**src/rtl/packet_pkg.sv**
```systemverilog
// packet_pkg: shared FSM state, header geometry and byte-enable helpers for the packet parser/builder pair
package packet_pkg;
  typedef enum logic [1:0] {IDLE, HDR, BODY, TAIL} state_t;
  function automatic int hdr_words(input int d, input int a, input int b);
    return (a + b) / d;
  endfunction
  function automatic int carry_bytes(input int d, input int a, input int b);
    return (a + b) % d;
  endfunction
  function automatic int cnt_width(input int hw);
    return $clog2(hw + 1);
  endfunction
  function automatic int byteen_count(input logic [63:0] be);
    int n;
    n = 0;
    for (int i = 0; i < 64; i++) n += int'(be[i]);
    return n;
  endfunction
  function automatic logic [63:0] count_to_byteen(input int k, input int d);
    return ((64'd1 << k) - 64'd1) << (d - k);
  endfunction
endpackage

```
**src/rtl/packet_builder_out_reg.sv**
```systemverilog
// packet_builder_out_reg: registered output beat that loads when the slot is free and holds while stalled
module packet_builder_out_reg #(
  parameter int D = 8
) (
  input  logic           clk_host,
  input  logic           rst,
  input  logic           load,
  input  logic           ld_sop,
  input  logic           ld_eop,
  input  logic [D-1:0]   ld_byteen,
  input  logic [8*D-1:0] ld_data,
  input  logic           ready,
  output logic           free,
  output logic           valid,
  output logic           sop,
  output logic           eop,
  output logic [D-1:0]   byteen,
  output logic [8*D-1:0] data
);
  assign free = !valid || ready;
  always_ff @(posedge clk_host) begin
    if (rst) begin
      valid <= 1'b0;
      sop <= 1'b0;
      eop <= 1'b0;
      byteen <= '0;
      data <= '0;
    end else if (free) begin
      valid <= load;
      if (load) begin
        sop <= ld_sop;
        eop <= ld_eop;
        byteen <= ld_byteen;
        data <= ld_data;
      end
    end
  end
endmodule

```
**src/rtl/packet_builder.sv**
```systemverilog
// packet_builder: prepends big-endian headers A and B to a payload stream and realigns the payload behind them
// Define PACKET_BUILDER_STATS_EN to add the pkt_count output (count of emitted packets).
module packet_builder
  import packet_pkg::*;
#(
  parameter int WIDTH_DATA_BYTES  = 8,
  parameter int WIDTH_HDR_A_BYTES = 6,
  parameter int WIDTH_HDR_B_BYTES = 4
) (
  input  logic                           clk_host,
  input  logic                           rst,
  input  logic                           bus_in_valid,
  output logic                           bus_in_ready,
  input  logic                           bus_in_sop,
  input  logic                           bus_in_eop,
  input  logic [WIDTH_DATA_BYTES-1:0]    bus_in_byteen,
  input  logic [8*WIDTH_DATA_BYTES-1:0]  bus_in_data,
  input  logic [8*WIDTH_HDR_A_BYTES-1:0] headerA,
  input  logic [8*WIDTH_HDR_B_BYTES-1:0] headerB,
  output logic                           bus_out_valid,
  input  logic                           bus_out_ready,
  output logic                           bus_out_sop,
  output logic                           bus_out_eop,
  output logic [WIDTH_DATA_BYTES-1:0]    bus_out_byteen,
  output logic [8*WIDTH_DATA_BYTES-1:0]  bus_out_data
`ifdef PACKET_BUILDER_STATS_EN
  ,
  output logic [15:0]                    pkt_count
`endif
);
  localparam int D = WIDTH_DATA_BYTES;
  localparam int H = WIDTH_HDR_A_BYTES + WIDTH_HDR_B_BYTES;
  localparam int HW = hdr_words(D, WIDTH_HDR_A_BYTES, WIDTH_HDR_B_BYTES);
  localparam int S = carry_bytes(D, WIDTH_HDR_A_BYTES, WIDTH_HDR_B_BYTES);
  localparam int CW = cnt_width(HW);
  localparam int HB = 8 * D * HW;
  if (HW < 1 || S < 1 || S > D - 1) begin : g_bad_cfg
    $error("packet_builder: header must span at least one full word and leave 1..D-1 carry bytes");
  end
  state_t state, state_n;
  logic [CW-1:0] cnt;
  logic [HB-1:0] hdr;
  logic [8*H-1:0] hdr_in;
  logic [8*S-1:0] carry;
  logic [S-1:0] carry_be;
  logic free, load, ld_sop, ld_eop, take, short_eop;
  logic [D-1:0] ld_byteen;
  logic [8*D-1:0] ld_data;
  assign hdr_in = {headerA, headerB};
  assign bus_in_ready = state == BODY && free;
  assign take = bus_in_valid && bus_in_ready;
  assign short_eop = byteen_count(64'(bus_in_byteen)) <= D - S;
  always_comb begin
    state_n = state;
    load = 1'b0;
    ld_sop = 1'b0;
    ld_eop = 1'b0;
    ld_byteen = '1;
    ld_data = hdr[HB-1 -: 8*D];
    case (state)
      IDLE: if (bus_in_valid && bus_in_sop && free) begin
        load = 1'b1;
        ld_sop = 1'b1;
        ld_data = hdr_in[8*H-1 -: 8*D];
        state_n = HW > 1 ? HDR : BODY;
      end
      HDR: if (free) begin
        load = 1'b1;
        state_n = cnt == CW'(HW - 1) ? BODY : HDR;
      end
      BODY: if (take) begin
        load = 1'b1;
        ld_data = {carry, bus_in_data[8*D-1 -: 8*(D-S)]};
        ld_byteen = {{S{1'b1}}, bus_in_byteen[D-1 -: D-S]};
        ld_eop = bus_in_eop && short_eop;
        state_n = !bus_in_eop ? BODY : short_eop ? IDLE : TAIL;
      end
      default: if (free) begin
        load = 1'b1;
        ld_data = {carry, {8*(D-S){1'b0}}};
        ld_byteen = {carry_be, {(D-S){1'b0}}};
        ld_eop = 1'b1;
        state_n = IDLE;
      end
    endcase
  end
  // hdr is a shift register: the next full header word to emit always sits at the top
  always_ff @(posedge clk_host) begin
    if (rst) begin
      state <= IDLE;
      cnt <= '0;
      hdr <= '0;
      carry <= '0;
      carry_be <= '0;
    end else begin
      state <= state_n;
      if (state == IDLE && load) begin
        hdr <= hdr_in[8*H-1 -: HB] << (8*D);
        cnt <= CW'(HW > 1);
        carry <= hdr_in[8*S-1:0];
        carry_be <= '1;
      end
      if (state == HDR && load) begin
        hdr <= hdr << (8*D);
        cnt <= state_n == BODY ? '0 : cnt + 1'b1;
      end
      if (take) begin
        carry <= bus_in_data[8*S-1:0];
        carry_be <= bus_in_byteen[S-1:0];
      end
    end
  end
  packet_builder_out_reg #(.D(D)) u_out (
    .clk_host (clk_host),
    .rst      (rst),
    .load     (load),
    .ld_sop   (ld_sop),
    .ld_eop   (ld_eop),
    .ld_byteen(ld_byteen),
    .ld_data  (ld_data),
    .ready    (bus_out_ready),
    .free     (free),
    .valid    (bus_out_valid),
    .sop      (bus_out_sop),
    .eop      (bus_out_eop),
    .byteen   (bus_out_byteen),
    .data     (bus_out_data)
  );
`ifdef PACKET_BUILDER_STATS_EN
  always_ff @(posedge clk_host) begin
    if (rst) pkt_count <= '0;
    else if (bus_out_valid && bus_out_ready && bus_out_eop) pkt_count <= pkt_count + 1'b1;
  end
`endif
endmodule

```
**config.mk**
```make
export PLATFORM = sky130hd
export DESIGN_NAME = packet_builder
export DESIGN_NICKNAME = d
export VERILOG_FILES = /design/src/rtl/packet_pkg.sv /design/src/rtl/packet_builder_out_reg.sv /design/src/rtl/packet_builder.sv
export SDC_FILE = /design/constraint.sdc
export NUM_CORES = 1
export LEC_CHECK = 0
export CORE_MARGIN = 4
export CORE_UTILIZATION = 41
export DETAILED_ROUTE_END_ITERATION = 10
export PLACE_DENSITY = 0.86
export SLEW_MARGIN = 20
export SYNTH_ARGS = -nofsm -noshare
export SYNTH_HDL_FRONTEND = slang
export SYNTH_SLANG_ARGS = --single-unit
```
**constraint.sdc**
```tcl
create_clock -name clk_host -period 8.7 [get_ports clk_host]
set_input_delay 2.175 -clock clk_host [delete_from_list [all_inputs] [get_ports clk_host]]
set_output_delay 2.175 -clock clk_host [all_outputs]
set_load 0.02 [all_outputs]
```
Yosys cells after proc, flatten, opt, wreduce, memory -nomap -nowiden
Cells that the tools add are included.
- order comparisons: 1
- reduce and logical (&&, ||, !) cells: 14
- $add $sub $neg: 8
- equality and inequality tests: 3
- muxes and demuxes: 27
- operators with widths (kind ; count):
    64-bit case mux with 3 select lines ; 1
    64-bit 2-to-1 mux ; 2
    16-bit 2-to-1 mux ; 2
    2-bit 2-to-1 mux ; 9
    8-bit case mux with 2 select lines ; 1
    7-bit by 1-bit adder with 8-bit output ; 1
    8-bit by 3-bit less-or-equal comparator with 1-bit output, second input constant ; 1
    1-bit 2-to-1 mux ; 8
    6-bit by 1-bit adder with 7-bit output ; 1
    1-bit logical AND ; 7
    5-bit by 1-bit adder with 6-bit output ; 1
    6-bit 2-to-1 mux ; 1
    2-bit case mux with 3 select lines ; 1
    4-bit by 1-bit adder with 5-bit output ; 1
    3-bit by 1-bit adder with 4-bit output ; 1
    2-bit equality test, second input constant ; 2
    1-bit case mux with 2 select lines ; 2
    2-bit nonzero test ; 2
    2-bit by 1-bit adder with 3-bit output ; 1
    1-bit by 1-bit adder with 2-bit output ; 1
    2-bit by 1-bit equality test with 1-bit output, second input constant ; 1
    2-bit logical NOT ; 1
    2-bit AND reduction ; 1
    2-bit OR reduction ; 1
    other kinds (3) ; 3
- logic and storage cells: 62
- bits in registers: 96
- bits of input ports: 158

Longest topological paths before layout
Gate-level depths: netlist of the first run.
- depth in word-level cells: 15
- gate-level depth with buffers: 11
- gate-level depth less buffers: 11

Hierarchy
Synthesis of the first run repeated with hierarchy kept, for this count alone.
- cells, all modules: 564
- area total of the unflattened synthesis: 5111.2 um^2
- by module, submodules not included (module ; times used ; cells an instance ; sequential area each (um^2) ; area an instance (um^2)):
    packet_builder_out_reg ; 1 ; 342 ; 1501.4 ; 3223.1
    packet_builder ; 1 ; 222 ; 420.4 ; 1888.1

Least setup slack after synthesis of the first run
OpenSTA, ideal clock, no wires.
- kind: input to register
- start point: in bus_in_byteen[0]
- end point: reg u_out.eop
- data arrival time: 5012 ps
- stages: 11
- setup slack: 3610 ps
- buffers on the path: 0
- library setup time: 78 ps
- path through: inv_1 > fa_1 > fa_1 > fa_1 > inv_1 > ha_1 > fa_1 > nand3b_1 > a41oi_1 > o311a_1 > nor3_1
- cells in the longest elaborated chain, start to end: 11
- RTL lines (item ; line ; text):
    start: declaration ; packet_builder.sv:16 ; input logic [WIDTH_DATA_BYTES-1:0] bus_in_byteen,
    1-bit by 1-bit adder with 2-bit output ; packet_pkg.sv:16 ; for (int i = 0; i < 64; i++) n += int'(be[i]);
    2-bit by 1-bit adder with 3-bit output ; packet_pkg.sv:16 ;
    3-bit by 1-bit adder with 4-bit output ; packet_pkg.sv:16 ;
    4-bit by 1-bit adder with 5-bit output ; packet_pkg.sv:16 ;
    5-bit by 1-bit adder with 6-bit output ; packet_pkg.sv:16 ;
    6-bit by 1-bit adder with 7-bit output ; packet_pkg.sv:16 ;
    7-bit by 1-bit adder with 8-bit output ; packet_pkg.sv:16 ;
    8-bit by 3-bit less-or-equal comparator with 1-bit output ; packet_builder.sv:52 ; assign short_eop = byteen_count(64'(bus_in_byteen)) <= D - S;
    1-bit logical AND ; packet_builder.sv:75 ; ld_eop = bus_in_eop && short_eop;
    1-bit 2-to-1 mux ; packet_builder.sv:71 ; BODY: if (take) begin
    1-bit case mux with 2 select lines ; packet_builder.sv:60 ; case (state)
    end signal: assignment ; packet_builder_out_reg.sv:32 ; eop <= ld_eop;
    end: declaration ; packet_builder_out_reg.sv:16 ; output logic eop,
Every way passes these cells.
A chain may end at the register's enable or synchronous reset.

Worst setup path in the final report of the first run
- start point: in bus_out_ready
- end point: out bus_in_ready
- cells in the longest elaborated chain, start to end: 2
- RTL lines (item ; line ; text):
    start: declaration ; packet_builder.sv:21 ; input logic bus_out_ready,
    1-bit logical OR ; packet_builder_out_reg.sv:20 ; assign free = !valid || ready;
    1-bit logical AND ; packet_builder.sv:50 ; assign bus_in_ready = state == BODY && free;
    end: declaration ; packet_builder.sv:13 ; output logic bus_in_ready,
Every way passes these cells.

==> qor.txt, run 1 <==
FF-to-FF setup slack: 6270 ps
Cell Rows: 35
Ys Warns: 0
Synth Flop Type: dfxtp_1
Critical path launch point type: input pin
Total track usage: 23.56%
DR pass1 iterations: 5
Hold buffers post-CTS: 0
Antenna violations before repair: 0
Synthesized netlist cell count: 394
Synth Register Bits: 96
Sink Count: 96
H-tree Lvls: 3
Ant. Diodes: 0
Status: completed
Top Ports: 234
Worst Path Arrival: 3750 ps
CTS Buffer Depth: 2
Post-cts sizing count: 0
Peak Freq: 168.9 MHz
Drt drc: 0
DP Worst Slack: 2803 ps
Crit path max fanout: 6
Total leakage power: 2.514 nW
CTS root buf: clkbuf_8
CP Class: input pin to output pin
Number of synthesized flops with an enable pin: 0
Tcrit/Tclk final: 68.05%
P&R area growth vs syn: 67.07%
Number of nets in the layout: 776
DR WL/cell: 18.53 µm
Share of cells above drive strength 1: 4.870%
DRT iter0 DRCs: 327
Setup ws final: 2780 ps
Synth Area per Inst: 10.06 µm²
Post-route ant nets: 0
Final period demand of the worst path: 5920 ps
Synth Area in Simple Gates: 15.91%
Port bufs: 233
Adder-Cell Fraction of Synth Area: 2.968%
Crit. End Element: output pin
Most frequent cells after synthesis: dfxtp_1, nor2_1, and2_1
Most common cell in the synthesized netlist: dfxtp_1
Die Area: 11,300 µm²
Post-DP HPWL: 10,280 µm
Max Cap Viol: 0
Finish-stage setup viols: 0
Synth unique cells: 36
Clock Skew: 9.988 ps
Worst hold margin: 493.7 ps
Top cells by area, synth: dfxtp_1, a221o_1, a222oi_1
Power density cells: 170.2 nW/µm²
Clk_lat worst skew: 350 ps
Async SR Flop Fraction: 0%
Max-slew violations: 0
Fin. Hold Viols: 0
Grt ovf: 0
CTS Buf Count: 9
Yosys top cell by area: dfxtp_1
Vias: 4,018
Drt via density: 5.393
VDD IR max: 0.0001094 V
Mapped Area: 3963 µm²
Slew @ Worst Pin: 796.3 ps
Die Y: 106.3 µm
RSZ-0062 raised after global routing: false
Setup TNS Final: 0 ps
Main combinational cell family by area after synthesis: compound AO/OA/AOI/OAI gates
Initial core utilization: 42.48%
Worst Path Required: 6530 ps
Multiplexer share of the synthesized area: 4.326%
Global-route wire length before repair: 21,290 µm
Final Wtd Congestion: 0.8342
Worst-path clk slew: 100 ps
Synth Area in Compound Gates: 23.02%
Post-Synth XOR/XNOR Area: 0%
Slew HR: 46.51%
Mapped Nets: 559
Vias in the first global route: 4,046
WL final: 13,800 µm
Largest net degree at the start of global routing: 66
CTS tree: built
Setup bufs post-CTS: 0
Seq/Total Area, Yosys: 48.50%
Post-synth top area share: 48.50%
Die W: 106.3 µm
CORE AREA: 9328 µm²
Hold crit path type: register to register
-- where the power goes --
part           internal [mW]  switching (mW)
Sequential             0.473          0.0182
Clock                  0.208           0.155
Combinational          0.152           0.120
Total                  0.833           0.294
-- registers in the layout, summed over array words and instances, names as in the netlist --
register      count
u_out.valid       1
u_out.data       64
cnt               1
u_out.byteen      8
state             2
carry            16
u_out.sop         1
carry_be          2
u_out.eop         1
-- final cells by class --
class | count | area (µm²)
inverters | 14 | 52.55
clock inverters | 4 | 98.84
clock buffers | 12 | 155.1
repair buffers | 240 | 2384
multi-input cells | 250 | 1847
well taps | 129 | 161.4
fillers | 724 | 2708
flip-flops and latches | 96 | 1922
-- cells in the final DEF, fill, tap and decap left out, types with 2 or more instances in the layout --
cell and n:
mux2i_1 16, nor3_1 8, inv_1 14, and2_1 35
buf_4 6, nor2_1 60, o21ai_0 2, dfxtp_1 96
a221o_1 34, nand2_1 8, clkdlybuf4s50_1 232, nand3b_1 2
a31oi_1 2, ha_1 3, clkbuf_8 11, bufinv_16 3
a222oi_1 30, fa_1 4, a211oi_1 25, o21a_1 2
a21oi_1 3
-- metal layers --
| metal | global-route usage [%] | vias to the layer above | routed length [µm] |
|---|---|---|---|
| li1 | - | 1925 | - |
| met1 | 27.89 | 1880 | 5388 |
| met4 | 9.066 | 0 | 368 |
| met3 | 6.132 | 31 | 1105 |
| met2 | 40.72 | 182 | 6941 |
| met5 | 0 | - | 0 |
-- path summary, 6_finish.rpt --
path                               start                          end  depth (start not counted)
max                        bus_out_ready                 bus_in_ready                          4
min          u_out.data[29]$_SDFFE_PP0P_  u_out.data[29]$_SDFFE_PP0P_                          1
max reg2reg          state[0]$_SDFF_PP0_  u_out.data[45]$_SDFFE_PP0P_                          5
min reg2reg  u_out.data[29]$_SDFFE_PP0P_  u_out.data[29]$_SDFFE_PP0P_                          1
-- logic make-up after synthesis --
kind of cell / Yosys count
adder cells (fa/ha/maj): 7
multiplexers: 17
AO/OA/AOI/OAI: 102
buffers and inverters: 48
AND/OR/NAND/NOR: 124
flip-flops: 96
-- stage by stage --
stage / total power, mW / cell area, µm² / instances / utilization [%]
floorplan: 0.6243 / 3963 / 394 / -
global placement: 0.7625 / 6355 / 728 / 68.13
detailed placement: 0.7738 / 6366 / 729 / 68.25
CTS: 1.137 / 6620 / 745 / 70.97
global route: 1.177 / 6620 / 745 / 70.97
finish: 1.127 / 6620 / 745 / 70.97
-- critical path, cell delays in order --
cell and delay, ps:
clkdlybuf4s50_1 480, nand2b_1 250, and2_1 210, clkdlybuf4s50_1 620
(Power assumes the default switching activity.)
==> run 2, diff against run 1 <==
--- a/config.mk
+++ b/config.mk
@@ -6,9 +6,9 @@
 export NUM_CORES = 1
 export LEC_CHECK = 0
 export CORE_MARGIN = 4
-export CORE_UTILIZATION = 41
+export CORE_UTILIZATION = 34
 export DETAILED_ROUTE_END_ITERATION = 10
-export PLACE_DENSITY = 0.86
+export PLACE_DENSITY = 0.77
 export SLEW_MARGIN = 20
 export SYNTH_ARGS = -nofsm -noshare
 export SYNTH_HDL_FRONTEND = slang
==> constraint.sdc (replaced) <==
create_clock -name clk_host -period 5.3 [get_ports clk_host]
set_input_delay 1.325 -clock clk_host [delete_from_list [all_inputs] [get_ports clk_host]]
set_output_delay 1.325 -clock clk_host [all_outputs]
set_load 0.02 [all_outputs]
==> qor.txt, run 2 (synthesis gave the netlist of run 1 again) <==
Status: completed
Global-route wire length before repair: 20,150 µm (-5.4%)
Biggest regs: u_out.data x64, carry x16, u_out.byteen x8
Crit path max fanout: 3 (-3)
Max-slew violations: 0 (unchanged)
Hold buffers post-CTS: 0 (unchanged)
CTS Buf Count: 9 (unchanged)
Vias in the first global route: 4,069 (+0.57%)
Cell Rows: 39 (+11%)
Grt ovf: 0 (unchanged)
Ant. Diodes: 0 (unchanged)
FF-to-FF End: u_out.data[30]$_SDFFE_PP0P_
Sink Count: 96 (unchanged)
Finish-stage setup viols: 0 (unchanged)
R2R depth: 5 (unchanged)
Fin cells: 758 (+1.7%)
Worst hold margin: 482.1 ps (-11.60 ps)
DR WL/cell: 17.78 µm (-4.0%)
Clk_lat worst skew: 330 ps (-20 ps)
Critical path, cell by cell: clkdlybuf4s50_1, inv_1, fa_1, fa_1, fa_1, inv_1, ha_1, fa_1, nand3b_1, a41oi_1, nand3_1, a211oi_1
Port bufs: 233 (unchanged)
Clock Skew: 5.090 ps (-4.899 ps)
Critical path buffers and inverters: 3 (+1)
Slew @ Worst Pin: 758.0 ps (-38.26 ps)
Post-route ant nets: 0 (unchanged)
Largest register FFs: 64 (unchanged)
Total track usage: 18.85% (-4.7 points)
Critical path endpoint: state[0]$_SDFF_PP0_
Initial core utilization: 34.70% (-7.8 points)
Tcrit/Tclk final: 86.48%
Max Cap Viol: 0 (unchanged)
Slew HR: 49.41% (+2.9 points)
Placement Cell Area: 6380 µm² (+0.22%)
CTS tree: built
Peak Freq: 218.2 MHz
Comb power frac: 22.8% (-1.4 points)
Worst Setup SP: bus_in_byteen[0]
Post-cts sizing count: 0 (unchanged)
WL final: 13,480 µm (-2.4%)
Top delay family on crit path: adder cells
CP Class: input pin to register
Clk network pwr share: 35.9% (+3.7 points)
Crit. End Element: register
CTS root buf: clkbuf_16
Final Wtd Congestion: 0.7995 (-4.2%)
Number of nets in the layout: 776 (unchanged)
Internal Power: 1.463 mW (+76%)
Net Sw Frac: 25.17% (-0.88 points)
DRT iter0 DRCs: 354 (+8.3%)
DP Cell Count: 743 (+1.9%)
Power density cells: 291.7 nW/µm² (+71%)
Fin area: 6701 µm² (+1.2%)
R2r startpoint: state[0]$_SDFF_PP0_
Total leakage power: 2.544 nW (+1.2%)
DP Worst Slack: 363.0 ps (-2440 ps)
Drt drc: 0 (unchanged)
Setup ws final: 716.4 ps (-2063 ps)
Hold crit path type: register to register
Die Y: 116.0 µm (+9.1%)
P&R area growth vs syn: 69.12%
Most common cell on crit path: fa_1
Worst Path Arrival: 4830 ps (+1080 ps)
Register with the most flip-flops: u_out.data
H-tree Lvls: 3 (unchanged)
Largest net degree at the start of global routing: 52 (-21%)
Met2 routed WL: 6866 µm (-1.1%)
Commonest non-fill, non-tap cell in the layout: clkdlybuf4s50_1
Drt via density: 5.309 (-1.6%)
Top Metal Used: met4
Final period demand of the worst path: 4584 ps
Psw: 0.4921 mW (+68%)
Die W: 116.0 µm (+9.1%)
Die Area: 13,450 µm² (+19%)
M1 WL: 5280 µm (-2.0%)
Share of cells above drive strength 1: 4.715% (-0.15 points)
Cell count along the critical path: 12 (+8)
Overall power: 1.955 mW (+73%)
Antenna violations before repair: 0 (unchanged)
Vias: 4,024 (+0.15%)
VDD IR max: 0.0001448 V (+32%)
Commonest non-fill, non-tap cells in the layout: clkdlybuf4s50_1, dfxtp_1, nor2_1
RSZ-0062 raised after global routing: false
Setup TNS Final: 0 ps (unchanged)
Max incr delay on CP: 560 ps (-60 ps)
Fin. Hold Viols: 0 (unchanged)
Critical path launch point type: input pin
CTS Buffer Depth: 2 (unchanged)
Worst-path clk slew: 60 ps (-40 ps)
Top Ports: 234 (unchanged)
Met3 wire len: 1012 µm (-8.4%)
Post-DP HPWL: 10,060 µm (-2.2%)
CORE AREA: 11,420 µm² (+22%)
DR pass1 iterations: 6 (+1)
Final Util: 58.69% (-12 points)
Slowest cell on crit path: fa_1
FF-to-FF setup slack: 2840 ps (-3430 ps)
Sequential cell fraction of total power: 41.3% (-2.3 points)
Worst Path Required: 5550 ps (-980 ps)
Setup bufs post-CTS: 0 (unchanged)
run 2: layout make-up:
cell class / instances / area (µm²)
Fill cell: 1026 / 4717
Timing Repair Buffer: 240 / 2380
Sequential cell: 96 / 1922
Multi-Input combinational cell: 250 / 1847
Clock buffer: 12 / 256.5
Tap cell: 143 / 178.9
Clock inverter: 3 / 65.06
Inverter: 14 / 52.55
run 2: worst min-delay path by stage:
stage,cells after the start,end,from
floorplan,2,u_out.data[48]$_SDFFE_PP0P_,carry[0]$_SDFFE_PP0P_
global placement,1,u_out.data[29]$_SDFFE_PP0P_,u_out.data[29]$_SDFFE_PP0P_
detailed placement,1,u_out.data[17]$_SDFFE_PP0P_,u_out.data[17]$_SDFFE_PP0P_
CTS,1,u_out.data[17]$_SDFFE_PP0P_,u_out.data[17]$_SDFFE_PP0P_
global route,1,u_out.data[22]$_SDFFE_PP0P_,u_out.data[22]$_SDFFE_PP0P_
finish,1,u_out.data[15]$_SDFFE_PP0P_,u_out.data[15]$_SDFFE_PP0P_
run 2: routing by layer:
| layer | GRT usage, % | vias up |
|---|---|---|
| li1 | - | 1911 |
| met1 | 22.65 | 1918 |
| met2 | 32.68 | 171 |
| met3 | 4.021 | 24 |
| met4 | 7.734 | 0 |
| met5 | 0 | - |
run 2: power by group through the flow:
stage          logic (mW)  registers, mW  clock network [mW]
5_1_grt             0.477          0.813               0.750
3_3_place_gp        0.436          0.819                   0
2_1_floorplan       0.156          0.869                   0
3_5_place_dp        0.447          0.823                   0
4_1_cts             0.449          0.807               0.719
6_report            0.446          0.807               0.702
==> run 3, diff against run 2 <==
--- a/config.mk
+++ b/config.mk
@@ -9,6 +9,7 @@
 export CORE_UTILIZATION = 34
 export DETAILED_ROUTE_END_ITERATION = 10
 export PLACE_DENSITY = 0.77
+export SETUP_SLACK_MARGIN = 0.02
 export SLEW_MARGIN = 20
 export SYNTH_ARGS = -nofsm -noshare
 export SYNTH_HDL_FRONTEND = slang
==> results of run 3 <==
Final layout, timing and power as in run 2 (identical DEF).
